==> config.mk <==
export PLATFORM = sky130hd
export DESIGN_NAME = bpb_update_queue
export DESIGN_NICKNAME = d
export VERILOG_FILES = /design/src/rtl/bpb_update_queue.sv
export SDC_FILE = /design/constraint.sdc
export NUM_CORES = 1
export LEC_CHECK = 0
export ABC_AREA = 1
export BUFFER_PORTS_ARGS = -buffer_cell sky130_fd_sc_hd__buf_2
export CAP_MARGIN = 10
export CORE_UTILIZATION = 50
export DETAILED_ROUTE_END_ITERATION = 10
export GPL_ROUTABILITY_DRIVEN = 0
export HOLD_SLACK_MARGIN = 0.06
export PLACE_DENSITY = 0.7
export SLEW_MARGIN = 20
export SYNTH_ARGS = -nofsm -noshare
export SYNTH_HDL_FRONTEND = slang
export SYNTH_SLANG_ARGS = --single-unit
==> constraint.sdc <==
create_clock -name clk -period 18.8 [get_ports clk]
set_input_delay 0.94 -clock clk [delete_from_list [all_inputs] [get_ports clk]]
set_output_delay 0.94 -clock clk [all_outputs]
set_load 0.02 [all_outputs]
==> src/rtl/bpb_update_queue.sv <==
// Write-side feeder for the branch prediction buffer: queues up to two resolved
// branches per cycle and drains them in program order, one per cycle, onto the
// single BPB commit port. Optional same-cycle bypass when empty: BPB_UPDATE_BYPASS_EN.
module bpb_update_queue #(
  parameter  int DEPTH = 8,
  localparam int PTR_W = $clog2(DEPTH)
) (
  input  logic                  clk,
  input  logic                  reset,
  input  logic [1:0]            in_valid,
  input  logic [1:0][31:0]      in_pc,
  input  logic [1:0][32:0]      in_result,
  output logic                  in_ready,
  input  logic                  flush,
  input  logic                  stall,
  output logic                  wen,
  output logic [31:0]           pc_commit,
  output logic [32:0]           destpc_commit,
  output logic [PTR_W:0]        count,
  output logic                  overflow
);

  logic [64:0]      mem_q [DEPTH];
  logic [PTR_W-1:0] rd_ptr_q, rd_ptr_d;
  logic [PTR_W-1:0] wr_ptr_q, wr_ptr_d;
  logic [PTR_W:0]   count_q, count_d;
  logic             overflow_q, overflow_d;

  logic             pop;
  logic             bypass;
  logic [1:0]       push_vec;
  logic [1:0]       push_num;
  logic             we0, we1;
  logic [PTR_W-1:0] wa0, wa1;
  logic [64:0]      wd0, wd1;
  logic [64:0]      head;

  // Readiness looks only at the registered occupancy; a same-cycle pop frees nothing.
  assign in_ready = (count_q <= (PTR_W+1)'(DEPTH - 2));
  assign head     = mem_q[rd_ptr_q];
  assign pop      = (count_q != '0) && !stall;
  assign count    = count_q;
  assign overflow = overflow_q;

`ifdef BPB_UPDATE_BYPASS_EN
  logic [64:0] bypass_entry;
  assign bypass       = (count_q == '0) && !flush && (|in_valid);
  assign bypass_entry = in_valid[0] ? {in_pc[0], in_result[0]} : {in_pc[1], in_result[1]};
`else
  assign bypass = 1'b0;
`endif

  always_comb begin
    wen           = 1'b0;
    pc_commit     = '0;
    destpc_commit = '0;
    if (count_q != '0) begin
      wen                        = 1'b1;
      {pc_commit, destpc_commit} = head;
    end
`ifdef BPB_UPDATE_BYPASS_EN
    else if (bypass) begin
      wen                        = 1'b1;
      {pc_commit, destpc_commit} = bypass_entry;
    end
`endif
  end

  // A bypassed entry consumed by the BPB this cycle is removed before enqueueing.
  always_comb begin
    push_vec = in_valid;
    if (bypass && !stall) begin
      push_vec = in_valid[0] ? {in_valid[1], 1'b0} : 2'b00;
    end
  end

  always_comb begin
    rd_ptr_d   = rd_ptr_q;
    wr_ptr_d   = wr_ptr_q;
    count_d    = count_q;
    overflow_d = overflow_q;
    push_num   = 2'd0;
    we0        = 1'b0;
    we1        = 1'b0;
    wa0        = wr_ptr_q;
    wa1        = wr_ptr_q + PTR_W'(1);
    wd0        = {in_pc[0], in_result[0]};
    wd1        = {in_pc[1], in_result[1]};
    if (flush) begin
      rd_ptr_d = '0;
      wr_ptr_d = '0;
      count_d  = '0;
    end else begin
      if ((|in_valid) && !in_ready) begin
        overflow_d = 1'b1;
      end
      if (in_ready) begin
        case (push_vec)
          2'b01:   we0 = 1'b1;
          2'b10: begin
            we1 = 1'b1;
            wa1 = wr_ptr_q;
          end
          2'b11: begin
            we0 = 1'b1;
            we1 = 1'b1;
          end
          default: ;
        endcase
      end
      push_num = {1'b0, we0} + {1'b0, we1};
      wr_ptr_d = wr_ptr_q + PTR_W'(push_num);
      rd_ptr_d = rd_ptr_q + PTR_W'(pop);
      count_d  = count_q + (PTR_W+1)'(push_num) - (PTR_W+1)'(pop);
    end
  end

  always_ff @(posedge clk or posedge reset) begin
    if (reset) begin
      rd_ptr_q   <= '0;
      wr_ptr_q   <= '0;
      count_q    <= '0;
      overflow_q <= 1'b0;
    end else begin
      rd_ptr_q   <= rd_ptr_d;
      wr_ptr_q   <= wr_ptr_d;
      count_q    <= count_d;
      overflow_q <= overflow_d;
    end
  end

  always_ff @(posedge clk) begin
    if (we0) mem_q[wa0] <= wd0;
    if (we1) mem_q[wa1] <= wd1;
  end

endmodule

==> metrics <==
clock slew at reported path FFs 0.06 ns; initial core utilization around half; IO Port Bufs 207; worst setup path endpoint mem_q[0][44]; Slew Viols, Final 0; Fin. Hold Viols 0; CTS tree done; most used cell, CP buf_4; worst path bufs/invs 5; Pleak 12.9 nW; initial DRC count approximately 3,000; IO Count around 210; CP endpoint kind flip-flop; Setup crit start kind flip-flop; Post-CTS Hold Fix Bufs 0; DRC Markers 0; commonest non-fill, non-tap cell in the layout nand2_1; final core utilization 54.6%; Clock Tree Buf Depth 3; Clock Latency Late Sink 0.63 ns; setup TNS 0 ns; worst hold path type input pin to async pin; drt total wl 90.4 mm; largest net degree at the start of global routing 178; slack of the worst reg-to-reg path 13.16 ns; CTS resizes 0; P per Cell Area 141 mW/mm^2; WL per Instance 21.4 um; vias in the first global route around 24,000; area delta synth->final 7.26%; first-pass GRT wire length 140 mm; R2R depth 10; Crit path max-delay family buffers and inverters; Final HPWL DP 48.4 mm; r2r startpoint wa0[0]; Synth cell types 33; period utilization 30.0%; Post-CTS Setup Inserts 0; Setup CP Type flip-flop to flip-flop; crit path from wa0[0]; die area 0.0601 mm^2; share of layout cells above drive strength 1 just over 10%; CTS Root Cell clkbuf_16; outcome completed; crit path DAT 5.86 ns; RSZ-0062 raised after global routing false; DP Cell Count 4,122; max_slew headroom 23.0%; Gate Count Post-Synth about 3,500; GR Overflow Total 0; slew of the pin with the lowest slew margin 1.16 ns; DP Area roughly 0.03 mm^2; Post-Syn Area 0.0296 mm^2; Via Count 25,712; Final ANT Viol Nets 0; Mapped Nets between 3,000 and 4,000; # rows 88; FF+latch count, synth 531; FF-to-FF End mem_q[0][44]; CP Cell Sequence inv_1 -> nand2_1 -> nand2_1 -> nor2_4 -> buf_4 -> buf_4 -> buf_4 -> nand2_4 -> o21ai_4 -> buf_4; register area share after synthesis 53.8%; core area 0.0580 mm^2; Final setup viols 0; Critical Path Stages 10; Critical Path RT 19.02 ns; Vias per Instance a little over 6; synthesis warning total 0; minimum clock period between 5 and 6 ns; CP max stage cell buf_4; CP max stage delay 0.84 ns; Clock Skew 0.0219 ns; cts bufs inserted 57; most frequent cells in the layout 1,050 x nand2_1, 520 x edfxtp_1, 464 x nor2_1; Global Route Usage Sum between 20% and 30%; die width 245 um; Layout Nets ~3,600; Mean Syn Cell Area 8.33 um^2; Design Area, Final 0.0317 mm^2; 1st-pass router iterations 6; clk sinks 531; crit-path max FO 75; Max IR drop VDD between 0.1 and 0.15 mV; die height 245 um; Max-Cap Viols 0; FMAX 0.177 GHz; initial antenna violation count 8; H-Tree Depth 2; fin cells 4,230
[per-stage QoR]
stage / total power [W] / setup WS, ns / hold slack [ns]
after detailed placement: 0.00341 / 12.50 / 0.464
final: 0.00446 / 13.16 / 0.299
after global placement: 0.00339 / 12.58 / 0.464
after global routing: 0.00466 / 12.89 / 0.351
after floorplan: 0.00284 / 12.10 / 0.509
after CTS: 0.00444 / 12.85 / 0.302
[sequential cells by signal, summed over array words and instances, names as in the netlist]
name      count
mem_q       520
count         4
rd_ptr_q      3
wa0           3
overflow      1
[layer usage]
metal	global-route usage, %	wire (um)
met1	39.7	35700
met2	48.5	43000
met3	4.08	8520
met4	13.1	3070
met5	0	26
[how the worst min path moves through the flow]
stage / startpoint / endpoint / slack (ns) / cells after the start
finish: reset / overflow / 0.30 / 2
detailed placement: overflow / overflow / 0.46 / 1
CTS: reset / overflow / 0.30 / 2
floorplan: rd_ptr_q[2] / rd_ptr_q[2] / 0.51 / 2
global placement: overflow / overflow / 0.46 / 1
global route: reset / overflow / 0.35 / 2
[layout make-up]
type | count | area [um^2]
clock buffers | 74 | 1490
inverters | 28 | 116
diodes | 7 | 17.5
well taps | 765 | 957
flip-flops and latches | 531 | 15900
clock inverters | 26 | 173
repair buffers | 247 | 1360
fillers | 5202 | 26300
multi-input cells | 2552 | 11700
[kinds of logic after synthesis]
logic type      synth area share, %
simple gates                   29.8
flops                          53.8
compound gates                 8.35
buf+inv                        7.41
fa+ha+maj                     0.644
xor+xnor                     0.0593
[cells in the mapped netlist, drive strengths merged]
cell type | number | area [um^2]
a21oi | 3 | 15.0
nor2 | 469 | 1780
dfrtp | 11 | 275
o21ai | 403 | 2020
o21bai | 1 | 7.51
a21o | 1 | 7.51
inv | 27 | 101
nand4 | 260 | 1630
nor3 | 2 | 21.3
buf | 275 | 1430
edfxtp | 520 | 15600
clkbuf | 162 | 658
clkinv | 1 | 3.75
ha | 12 | 150
a31oi | 66 | 413
xnor2 | 1 | 8.76
nand3 | 273 | 1380
xor2 | 1 | 8.76
nand2 | 1058 | 3990
fa | 2 | 40.0
[report_power, final]
part	internal (W)	switching, W
logic	0.000409	0.00148
clock network	0.000580	0.000471
registers	0.00147	0.0000480
[worst register-to-register path: stages, from the launching register on]
cell and delay, ns:
dfrtp_1 0.67, inv_1 0.36, nand2_1 0.15, nand2_1 0.09, nor2_4 0.08, buf_4 0.42, buf_4 0.69, buf_4 0.85
nand2_4 0.76, o21ai_4 0.25, buf_4 0.81
(Power assumes the default switching activity.)
